<file path="config.mk">
export PLATFORM = sky130hd
export DESIGN_NAME = freq_sel_detect
export DESIGN_NICKNAME = d
export VERILOG_FILES = /design/src/rtl/freq_sel_detect_pkg.sv /design/src/rtl/freq_sel_detect_sync_edge.sv /design/src/rtl/freq_sel_detect.sv
export SDC_FILE = /design/constraint.sdc
export NUM_CORES = 1
export LEC_CHECK = 0
export BUFFER_PORTS_ARGS = -buffer_cell sky130_fd_sc_hd__buf_4
export CAP_MARGIN = 20
export CORE_ASPECT_RATIO = 0.6
export CORE_MARGIN = 1
export CORE_UTILIZATION = 34
export CTS_BUF_LIST = sky130_fd_sc_hd__clkbuf_8
export CTS_CLUSTER_SIZE = 24
export DETAILED_ROUTE_END_ITERATION = 10
export PLACE_DENSITY = 0.48
export SYNTH_ARGS = -nofsm -noshare
export SYNTH_HDL_FRONTEND = slang
export SYNTH_SLANG_ARGS = --single-unit
</file>
<file path="constraint.sdc">
create_clock -name clk -period 5.81 [get_ports clk]
set_input_delay 0.581 -clock clk [delete_from_list [all_inputs] [get_ports clk]]
set_output_delay 0.581 -clock clk [all_outputs]
set_load 0.01 [all_outputs]
</file>
<file path="src/rtl/freq_sel_detect_pkg.sv">
`default_nettype none
// +--------------------------------------------------------------------------+
// | freq_pkg : rate-select constants, code type and detector FSM states       |
// | Rev 1.0                                                                   |
// +--------------------------------------------------------------------------+
package freq_pkg;

    // Half-periods in clk cycles at 50 MHz; shared with the select/divider side.
    localparam int unsigned HP0_DEF = 25_000_000;
    localparam int unsigned HP1_DEF = 12_500_000;
    localparam int unsigned HP2_DEF = 8_333_333;
    localparam int unsigned HP3_DEF = 6_250_000;

    typedef logic [1:0] rate_code_t;

    typedef enum logic [0:0] {
        ST_IDLE    = 1'b0,
        ST_MEASURE = 1'b1
    } state_t;

endpackage : freq_pkg
`default_nettype wire

</file>
<file path="src/rtl/freq_sel_detect_sync_edge.sv">
`default_nettype none
// +--------------------------------------------------------------------------+
// | sync_edge : 2-flop synchronizer plus any-edge pulse from a third flop     |
// | Rev 1.0                                                                   |
// +--------------------------------------------------------------------------+
module sync_edge (
    input  logic clk,
    input  logic rst_n,
    input  logic d_async,
    output logic pulse
);

    logic s1_q, s2_q, s3_q;
    logic s1_d, s2_d, s3_d;

    always_comb begin
        s1_d = d_async;
        s2_d = s1_q;
        s3_d = s2_q;
    end

    always_ff @(posedge clk or negedge rst_n) begin
        if (!rst_n) begin
            s1_q <= 1'b0;
            s2_q <= 1'b0;
            s3_q <= 1'b0;
        end else begin
            s1_q <= s1_d;
            s2_q <= s2_d;
            s3_q <= s3_d;
        end
    end

    assign pulse = s2_q ^ s3_q;

endmodule : sync_edge
`default_nettype wire

</file>
<file path="src/rtl/freq_sel_detect.sv">
`default_nettype none
// +--------------------------------------------------------------------------+
// | freq_sel_detect : measures sig_in half-period and recovers the rate code  |
// | Rev 1.0                                                                   |
// +--------------------------------------------------------------------------+
module freq_sel_detect
    import freq_pkg::*;
#(
    parameter int unsigned HP0     = HP0_DEF,
    parameter int unsigned HP1     = HP1_DEF,
    parameter int unsigned HP2     = HP2_DEF,
    parameter int unsigned HP3     = HP3_DEF,
    parameter int unsigned LOCK_N  = 3,
    parameter int unsigned TIMEOUT = 2 * HP0
) (
    input  logic        clk,
    input  logic        rst_n,
    input  logic        sig_in,
    output logic [1:0]  sel,
    output logic [31:0] period,
    output logic        valid,
    output logic        lock
);

    // Band boundaries are integer midpoints between neighbouring half-periods.
    localparam logic [31:0] c_top     = 32'((3 * HP0) / 2);
    localparam logic [31:0] c_b0      = 32'((HP0 + HP1) / 2);
    localparam logic [31:0] c_b1      = 32'((HP1 + HP2) / 2);
    localparam logic [31:0] c_b2      = 32'((HP2 + HP3) / 2);
    localparam logic [31:0] c_low     = 32'(HP3 / 2);
    localparam logic [31:0] c_timeout = 32'(TIMEOUT);
    localparam logic [31:0] c_lock    = 32'(LOCK_N);

    logic        w_pulse;
    rate_code_t  w_code;
    logic        w_inband;

    state_t      state_q, state_d;
    logic [31:0] cnt_q, cnt_d;
    logic [31:0] match_q, match_d;
    rate_code_t  sel_q, sel_d;
    logic [31:0] period_q, period_d;
    logic        valid_q, valid_d;
    logic        lock_q, lock_d;

    sync_edge u_sync_edge (
        .clk     (clk),
        .rst_n   (rst_n),
        .d_async (sig_in),
        .pulse   (w_pulse)
    );

    always_comb begin
        w_code   = 2'b00;
        w_inband = 1'b1;
        if (cnt_q >= c_b0 && cnt_q < c_top) begin
            w_code = 2'b00;
        end else if (cnt_q >= c_b1 && cnt_q < c_b0) begin
            w_code = 2'b01;
        end else if (cnt_q >= c_b2 && cnt_q < c_b1) begin
            w_code = 2'b10;
        end else if (cnt_q >= c_low && cnt_q < c_b2) begin
            w_code = 2'b11;
        end else begin
            w_inband = 1'b0;
        end
    end

    always_comb begin
        state_d  = state_q;
        cnt_d    = cnt_q;
        match_d  = match_q;
        sel_d    = sel_q;
        period_d = period_q;
        valid_d  = valid_q;
        lock_d   = lock_q;

        // cnt restarts at 1 on a pulse so that it reads the exact pulse spacing.
        if (w_pulse) begin
            cnt_d = 32'd1;
        end else if (cnt_q < c_timeout) begin
            cnt_d = cnt_q + 32'd1;
        end

        case (state_q)
            ST_IDLE: begin
                if (w_pulse) begin
                    state_d = ST_MEASURE;
                end
            end
            ST_MEASURE: begin
                // A pulse coinciding with the timeout still yields a result.
                if (w_pulse) begin
                    period_d = cnt_q;
                    if (w_inband) begin
                        valid_d = 1'b1;
                        sel_d   = w_code;
                        if (w_code == sel_q && match_q != 32'd0) begin
                            match_d = (match_q >= c_lock) ? c_lock : match_q + 32'd1;
                        end else begin
                            match_d = 32'd1;
                        end
                    end else begin
                        valid_d = 1'b0;
                        match_d = 32'd0;
                    end
                    lock_d = (match_d == c_lock);
                end else if (cnt_q >= c_timeout) begin
                    state_d = ST_IDLE;
                    valid_d = 1'b0;
                    lock_d  = 1'b0;
                    match_d = 32'd0;
                end
            end
            default: state_d = ST_IDLE;
        endcase
    end

    always_ff @(posedge clk or negedge rst_n) begin
        if (!rst_n) begin
            state_q  <= ST_IDLE;
            cnt_q    <= 32'd0;
            match_q  <= 32'd0;
            sel_q    <= 2'b00;
            period_q <= 32'd0;
            valid_q  <= 1'b0;
            lock_q   <= 1'b0;
        end else begin
            state_q  <= state_d;
            cnt_q    <= cnt_d;
            match_q  <= match_d;
            sel_q    <= sel_d;
            period_q <= period_d;
            valid_q  <= valid_d;
            lock_q   <= lock_d;
        end
    end

    assign sel    = sel_q;
    assign period = period_q;
    assign valid  = valid_q;
    assign lock   = lock_q;

endmodule : freq_sel_detect
`default_nettype wire

</file>
Word level (Yosys, flattened, before mapping)
Index checks and enable logic that the tools add are counted.

Add/subtract/negate cells: 2. Bitwise logic cells: 2. $lt $le $gt $ge: 11. Mux-type cells: 25. Equal/unequal tests: 2. Reduce and logical (&&, ||, !) cells: 11.

Operators by type and width (count): 32-bit two-way mux (9); 32-bit by 1-bit adder with 32-bit output (second input constant) (2); 32-bit by 26-bit less-than comparator with 1-bit output (second input constant) (2); 32-bit by 2-bit == test with 1-bit output (second input constant) (1); 32-bit by 2-bit >= comparator with 1-bit output (second input constant) (1); 32-bit by 22-bit >= comparator with 1-bit output (second input constant) (1); 32-bit by 23-bit >= comparator with 1-bit output (second input constant) (1); 32-bit by 24-bit >= comparator with 1-bit output (second input constant) (1); 32-bit by 25-bit >= comparator with 1-bit output (second input constant) (1); 32-bit by 26-bit >= comparator with 1-bit output (second input constant) (1); 32-bit by 23-bit less-than comparator with 1-bit output (second input constant) (1); 32-bit by 24-bit less-than comparator with 1-bit output (second input constant) (1); 32-bit by 25-bit less-than comparator with 1-bit output (second input constant) (1); 32-bit nonzero test (1); 1-bit two-way mux (11); 2-bit two-way mux (4); 1-bit logical AND (5); 2-bit AND reduction (2); 2-bit nonzero test (2); 3-bit AND reduction (1); 2-bit == test (1); 1-bit case mux with 2 select lines (1); 1-bit inverter (1); 1-bit XOR (1).

Register bits: 104. Input bits: 3. Output and inout bits: 36.

Logic depth before layout (Yosys ltp)
Gate-level depths: netlist of run 1.

Depth in word-level cells: 14. Gate-level depth with buffers: 10.

Cells and area by module
Synthesis of run 1 repeated with hierarchy kept, for this count alone.

Cell total of the unflattened synthesis: 431. Area, all modules: 4649.5 um2.

By module, submodules not included: freq_sel_detect (area each 4565.6 um2, instances 1, cells each 427); sync_edge (area each 83.8 um2, instances 1, cells each 4).

Least setup slack after synthesis of run 1
Ideal clock, no wire load.

Kind: register -> register. Start point: register cnt_q[6]. End point: register lock_q (netlist: lock). Stages on the path, launching flop included: 9. Arrival time: 2222 ps. Data required time: 5709 ps. Slack: 3487 ps. Cells stage by stage: dfrtp_1 -> or3_1 -> o311a_1 -> o2111ai_2 -> a2111oi_4 -> nor4b_2 -> nand3b_1 -> and2_4 -> o32ai_1.

Cells in the longest elaborated chain, start to end: 14.

Ends and longest elaborated chain: from (decl) (line freq_sel_detect.sv:39) `logic [31:0] cnt_q, cnt_d;`; from (signal assigned) (line freq_sel_detect.sv:130) `cnt_q <= cnt_d;`; 32-bit by 22-bit >= comparator with 1-bit output / 32-bit by 23-bit less-than comparator with 1-bit output (equally long branches) (line freq_sel_detect.sv:62) `end else if (cnt_q >= c_low && cnt_q < c_b2) begin`; 1-bit logical AND (line freq_sel_detect.sv:62); 2-bit two-way mux (line freq_sel_detect.sv:62); 2-bit two-way mux (line freq_sel_detect.sv:60) `end else if (cnt_q >= c_b2 && cnt_q < c_b1) begin`; 2-bit two-way mux (line freq_sel_detect.sv:58) `end else if (cnt_q >= c_b1 && cnt_q < c_b0) begin`; 2-bit two-way mux (line freq_sel_detect.sv:56) `if (cnt_q >= c_b0 && cnt_q < c_top) begin`; 2-bit == test (line freq_sel_detect.sv:98) `if (w_code == sel_q && match_q != 32'd0) begin`; 1-bit logical AND (line freq_sel_detect.sv:98); 32-bit two-way mux (line freq_sel_detect.sv:98); 32-bit two-way mux (line freq_sel_detect.sv:95) `if (w_inband) begin`; 32-bit two-way mux (line freq_sel_detect.sv:93) `if (w_pulse) begin`; 32-bit two-way mux (line freq_sel_detect.sv:85) `case (state_q)`; 32-bit by 2-bit == test with 1-bit output (line freq_sel_detect.sv:107) `lock_d = (match_d == c_lock);`; 1-bit two-way mux (line freq_sel_detect.sv:93); to (signal assigned) (line freq_sel_detect.sv:135) `lock_q <= lock_d;`; to (decl) (line freq_sel_detect.sv:44) `logic lock_q, lock_d;`.

Parallel ways exist; a longest one is shown, timed or not. The select of a mux whose other input is x is not followed. A chain may end at the register's enable or synchronous reset.

Final worst setup path of run 1
Same ends and word-level chain as after synthesis.

==> flow_summary.yaml, run 1 <==
status:
  status: "finished clean"
route:
  wl_per_cell_um: 15.7
  vias: 3090
  first_iter_violations: 232
  route.detailed.drc: 0
  drt_pass1_iterations: 4
  wl_um: 9770
  vias_per_cell: 4.98
  drtAntennaViolNets: 0
finish:
  layoutNonFillerInstCount: 621
  final_layout_size_suffix_gt1_share_pct: 18.6
  area_growth_syn_to_layout_pct: 12.7
  num_antenna_cells: 0
  fin_area_um2: 5210
  final_core_util_pct: 39.9
  nNetsFinal: 453
  n_fill_cell: 1283
global_route:
  grt_max_degree: 56
  grt_usage_pct: 15.4
  grt_pass1_wl_um: 16800
  grt_pass1_vias: 3166
  overflow: 0
  antenna_found_initial: 0
power_and_ir_drop:
  powerDensity_nw_per_um2: 241
  p_sw_uw: 331
  power_leakage_nw: 2.46
  p_clk_share_pct: 33.6
  switching_share_pct: 26.3
  total_power_mw: 1.25
  comb_power_share_pct: 6.7
  p_seq_share_pct: 59.7
  ir_drop_uv: 130
  internal_power_uw: 924
sta:
  slew_viol_final: 0
  rsz0062_at_grt: "false"
  clock_skew_ps: 10.2
  timing.final.ws_setup_ps: 3180
  fin_tns_setup_ps: 0
  worst_pin_slew_ps: 707
  slew_headroom_pct: 52.8
  post-route-min-period_ps: 2630
  hold_violations: 0
  holdWs_ps: 210
  period_share_pct: 45.2
  clock.fmax_mhz: 381
  finalSetupViolCount: 0
place:
  placed_cell_area_um2: 5030
  post-place-cells: 605
  pre_cts_slack_ps: 3190
  post-dp-hpwl_um: 6810
  gp_congestion: 0.832
  numPortBuffers: 38
cts:
  clock-root-buffer: "clkbuf_8"
  ctsResizeCount: 0
  htreeDepth: 3
  numCtsBuffers: 9
  tritoncts: "built"
  clock_path_buffers: 2
  cts_num_sinks: 104
  path_clk_slew_ps: 100
  cts_setup_buffers: 0
  cts_hold_buf: 0
  clock_latency_ps: 380
logic_synthesis:
  synth_cell_types: 54
  ys_top_cells_by_area: "dfrtp_1, mux2_2, nor2b_1"
  synth_seq_area_share_pct: 56.3
  synthFlopType: "dfrtp_1"
  yosys.area.top_type: "dfrtp_1"
  ys_seq_elements: 104
  synth_fp_nets: 428
  synthCells: 421
  synth_edf_count: 0
  async_reset_ff_share_pct: 100
  syn_area_um2: 4620
  avgSynthCellArea_um2: 11.0
  yosys.area.top_type_share_pct: 56.3
  ys_warn_count: 0
floorplan:
  io_pins: 39
  die_w_um: 153
  rows: 32
  coreArea_um2: 13100
  dieHeight_um: 92.3
  initial_core_util_pct: 35.4
  die_area_um2: 14100
job:
  maxCapViolations: 0
hold_path:
  hp-class: "input port to async pin"
worst_setup_path:
  path_max_fanout: 7
  arrival_ps: 2900
  reg2reg_slack_ps: 3180
  required_ps: 6080
  end_kind: "flip-flop"
  worstSetupPathType: "flip-flop to flip-flop"
  worst_setup_path_start_kind: "flip-flop"
[cell type report]
cell class                 instances  area [um2]  share of cell area [%]
clock buffer                       9         124                    2.38
clock inverter                     7        52.6                    1.01
timing repair buffer              42         315                    6.05
multi-input combinational        278        1860                    35.7
inverter                          11        41.3                   0.793
sequential                       104        2600                    50.0
tap                              170         213                    4.08
[Yosys cell counts (2+ instances only)]
master    number
xor2_1        15
and4_1         5
nand4_1       11
nor2b_1       30
or3_1          3
a211oi_1       2
mux2_2        17
nor3_1        10
buf_2          6
dfrtp_1      104
ha_1           4
xnor2_1       10
nand2_1       30
nor4_1        12
nor2_1        45
a21o_1         2
a41oi_1        2
o21a_1         2
o21ai_0       11
o32ai_1        2
o21ai_1        3
inv_1         11
a21oi_1        8
clkbuf_1      21
a31oi_1        3
mux2_1        10
nand3_1        9
and2_1         7
[sequential cells by signal, indices dropped and copies added, names as in the netlist]
name	flops
u_sync_edge.s1_q	1
state_q	1
valid	1
u_sync_edge.s2_q	1
lock	1
cnt_q	32
u_sync_edge.s3_q	1
sel	2
match_q	32
period	32
[critical path, stage by stage (launching register included)]
cell and delay (ps):
dfrtp_1 470, or3_1 410, o311a_1 350, o2111ai_2 290
a2111oi_4 140, nor4b_2 280, nand3b_1 120, and2_4 170
o32ai_1 270
[cells by family (layout without fill, tap and decap cells)]
family / Yosys count / in the layout / synth area share (%)
fa+ha+maj: 4 / 4 / 1.08
simple gates: 173 / 173 / 20.0
xor+xnor: 25 / 25 / 4.74
buf+inv: 39 / 69 / 3.49
compound gates: 48 / 48 / 7.58
flops: 104 / 104 / 56.3
mux: 28 / 28 / 6.79
[power groups by stage]
stage,Clock [mW],Sequential [mW],Combinational [mW]
floorplan,0,0.760,0.0483
global route,0.475,0.753,0.0963
finish,0.421,0.749,0.0836
global placement,0,0.764,0.0862
detailed placement,0,0.764,0.0857
CTS,0.445,0.750,0.0867
[per-layer routing]
layer	part of all wire (%)	wire (um)	track usage, %	vias to the layer above
met5	0	0	0	-
met4	2.1	210	6.14	0
met3	5.1	495	4.16	18
met2	38	3720	19.9	64
met1	55	5350	23.8	1508
li1	-	-	-	1500
[placed cells by master (no fill, tap or decap), types with 2 or more instances in the layout]
cell type / n
buf_4: 42
nor2b_1: 30
ha_1: 4
or3_1: 3
clkbuf_8: 9
inv_1: 11
nor4_1: 12
o21a_1: 2
clkinv_2: 2
mux2_2: 17
a21oi_1: 8
nand4_1: 11
xnor2_1: 10
nand2_1: 30
inv_6: 4
a211oi_1: 2
a41oi_1: 2
and2_1: 7
o21ai_1: 3
dfrtp_1: 104
nor3_1: 10
nor2_1: 45
o21ai_0: 11
a21o_1: 2
xor2_1: 15
a31oi_1: 3
o32ai_1: 2
mux2_1: 10
nand3_1: 9
and4_1: 5
[final timing paths]
path / from / end / depth (start not counted)
hold / removal: rst_n / period[4] / 1
setup reg to reg: cnt_q[6] / lock / 8
hold reg to reg: u_sync_edge.s1_q / u_sync_edge.s2_q / 0
min in group clk: sig_in / u_sync_edge.s1_q / 1
setup / recovery: cnt_q[6] / lock / 8
max in group asynchronous: rst_n / match_q[1] / 2
Power figures use the tool's default switching activity.
==> inputs of run 2 (changes only) <==
Settings changed: ABC_AREA set to 1, PLACE_DENSITY 0.48 to 0.5.
Clock period 5.81 ns to 2.4 ns, I/O delays scaled along.
==> flow_summary.yaml, run 2 <==
logic_synthesis:
  synth_edf_count: 0
  ys_seq_elements: 104
  yosys.area.top_type: "dfrtp_1"
  yosys.area.top_type_share_pct: 51.3
  ys_top_cells_by_area: "dfrtp_1, nand2_1, nor2_1"
  synth_cell_types: 34
  async_reset_ff_share_pct: 100
  yosysMostFrequentCell: "nand2_1"
  synth_seq_area_share_pct: 51.3
  synth_fp_nets: 639
  netlist_top_cells_count: "nand2_1, dfrtp_1, nor2_1"
  synthFlopType: "dfrtp_1"
  avgSynthCellArea_um2: 8.03
  syn_area_um2: 5080
  ys_warn_count: 0
  synthCells: 632
finish:
  regArea_um2: 2600
  nNetsFinal: 684
  n_fill_cell: 1504
  final_layout_size_suffix_gt1_share_pct: 15.1
  final_cell_mix: "nand2_1, dfrtp_1, nor2_1"
  area_growth_syn_to_layout_pct: 14.7
  layoutNonFillerInstCount: 880
  fin_area_um2: 5820
  num_antenna_cells: 0
  layout_commonest_cell: "nand2_1"
  multiInputGateArea_um2: 2050
worst_setup_path:
  end_kind: "flip-flop"
  crit_top_cell: "nand2_1"
  crit_family: "simple AND/OR/NAND/NOR gates"
  path_max_fanout: 30
  slowest_stage: "dfrtp_1"
  worstSetupPathType: "flip-flop to flip-flop"
  critical_path_buf_inv_count: 1
  worst_setup_path_start_kind: "flip-flop"
  required_ps: 2640
  max_stage_delay_ps: 450
  cp_cell_sequence: "nand2_1 -> nor2_2 -> nand2_1 -> nor4_2 -> nand3_1 -> nand2_2 -> o21ai_4 -> inv_2 -> nor2_1"
  arrival_ps: 2360
power_and_ir_drop:
  power_leakage_nw: 2.76
  powerDensity_nw_per_um2: 527
  ir_drop_uv: 273
  total_power_mw: 3.07
place:
  post-place-cells: 862
  pre_cts_slack_ps: 210
  numPortBuffers: 38
  post-dp-hpwl_um: 10000
  placed_cell_area_um2: 5600
  gp_congestion: 0.929
route:
  drtAntennaViolNets: 0
  vias_per_cell: 4.75
  route.detailed.drc: 0
  wl_um: 13200
  wl_per_cell_um: 15.0
  vias: 4183
  drt_pass1_iterations: 5
  first_iter_violations: 344
cts:
  cts_num_sinks: 104
  numCtsBuffers: 9
  clock_latency_ps: 380
  tritoncts: "built"
  htreeDepth: 3
  clock_path_buffers: 2
  path_clk_slew_ps: 100
  clock-root-buffer: "clkbuf_8"
  cts_setup_buffers: 0
floorplan:
  io_pins: 39
  die_area_um2: 15400
  dieHeight_um: 96.7
  rows: 34
  initial_core_util_pct: 34.9
  coreArea_um2: 14500
  die_w_um: 160
sta:
  clock_skew_ps: 13.5
  fin_tns_setup_ps: 0
  hold_violations: 0
  timing.final.ws_setup_ps: 282
  slew_headroom_pct: 50.8
  finalSetupViolCount: 0
  clock.fmax_mhz: 472
  slew_viol_final: 0
  rsz0062_at_grt: "false"
  post-route-min-period_ps: 2120
  period_share_pct: 88.3
  worst_pin_slew_ps: 738
global_route:
  grt_pass1_wl_um: 22100
  grt_pass1_vias: 4059
  grt_usage_pct: 18.4
  grt_max_degree: 55
  antenna_found_initial: 0
  overflow: 0
status:
  status: "finished clean"
job:
  maxCapViolations: 0
hold_path:
  hp-class: "flip-flop to flip-flop"
## run 2: cell count changes after synthesis, sizes merged, moves of 17 or more
cell    change
clkbuf     -17
inv        +77
mux2       -27
nand2     +123
nand3      +27
nor2       +57
nor2b      -30
o21ai      +42
## run 2: path summary, 6_finish.rpt
kind	from	to	slack [ps]	cells past startpoint
setup / recovery	cnt_q[20]	match_q[26]	280	9
min in group asynchronous	rst_n	u_sync_edge.s2_q	450	2
setup reg to reg	cnt_q[20]	match_q[26]	280	9
hold reg to reg	u_sync_edge.s1_q	u_sync_edge.s2_q	360	0
hold / removal	u_sync_edge.s1_q	u_sync_edge.s2_q	360	0
max in group asynchronous	rst_n	period[25]	1180	3
## run 2: area by class of cell
type                       count  area share, %
clock buffer                   9           2.13
inverter                      89           5.74
sequential                   104           44.7
multi-input combinational    421           35.2
tap                          198           4.25
timing repair buffer          52           6.79
clock inverter                 7           1.25
## run 2: worst reg2reg max path: stages (launching register included)
cell and delay (ps):
dfrtp_1 450, nand2_1 160, nor2_2 130, nand2_1 110, nor4_2 200, nand3_1 130, nand2_2 210, o21ai_4 100
inv_2 400, nor2_1 90
## run 2: kinds of logic after synthesis
| group | Yosys count | synth area share (%) |
|---|---|---|
| simple gates | 330 | 29.3 |
| buf+inv | 107 | 8.60 |
| flops | 104 | 51.3 |
| compound gates | 80 | 8.67 |
| xor+xnor | 7 | 1.21 |
| fa+ha+maj | 4 | 0.986 |
## run 2: routing by layer
| metal | global-route usage, % | part of all wire (%) |
|---|---|---|
| met2 | 22.5 | 35 |
| met1 | 30.4 | 56 |
| met4 | 4.22 | 0.90 |
| met3 | 5.15 | 7.4 |
| met5 | 0 | 0 |
## run 2: power by group
part           total, mW  internal (mW)  switching, mW
Sequential          1.78           1.77         0.0110
Clock               1.12          0.482          0.638
Combinational      0.170         0.0435          0.126
Total               3.07           2.29          0.776
## run 2: timing repair
item / 4_1_cts / 5_1_grt
hold endpoints to repair: 52 / 0
hold buffers: 2 / 0
resized for setup: 0 / 2
setup endpoints to repair: 0 / 24
## run 2: through the flow
stage	hold slack, ps	utilization (%)
3_5_place_dp	340	38.5
2_1_floorplan	-55.6	-
4_1_cts	366	40.0
6_report	361	40.0
5_1_grt	380	40.0
3_3_place_gp	333	38.5
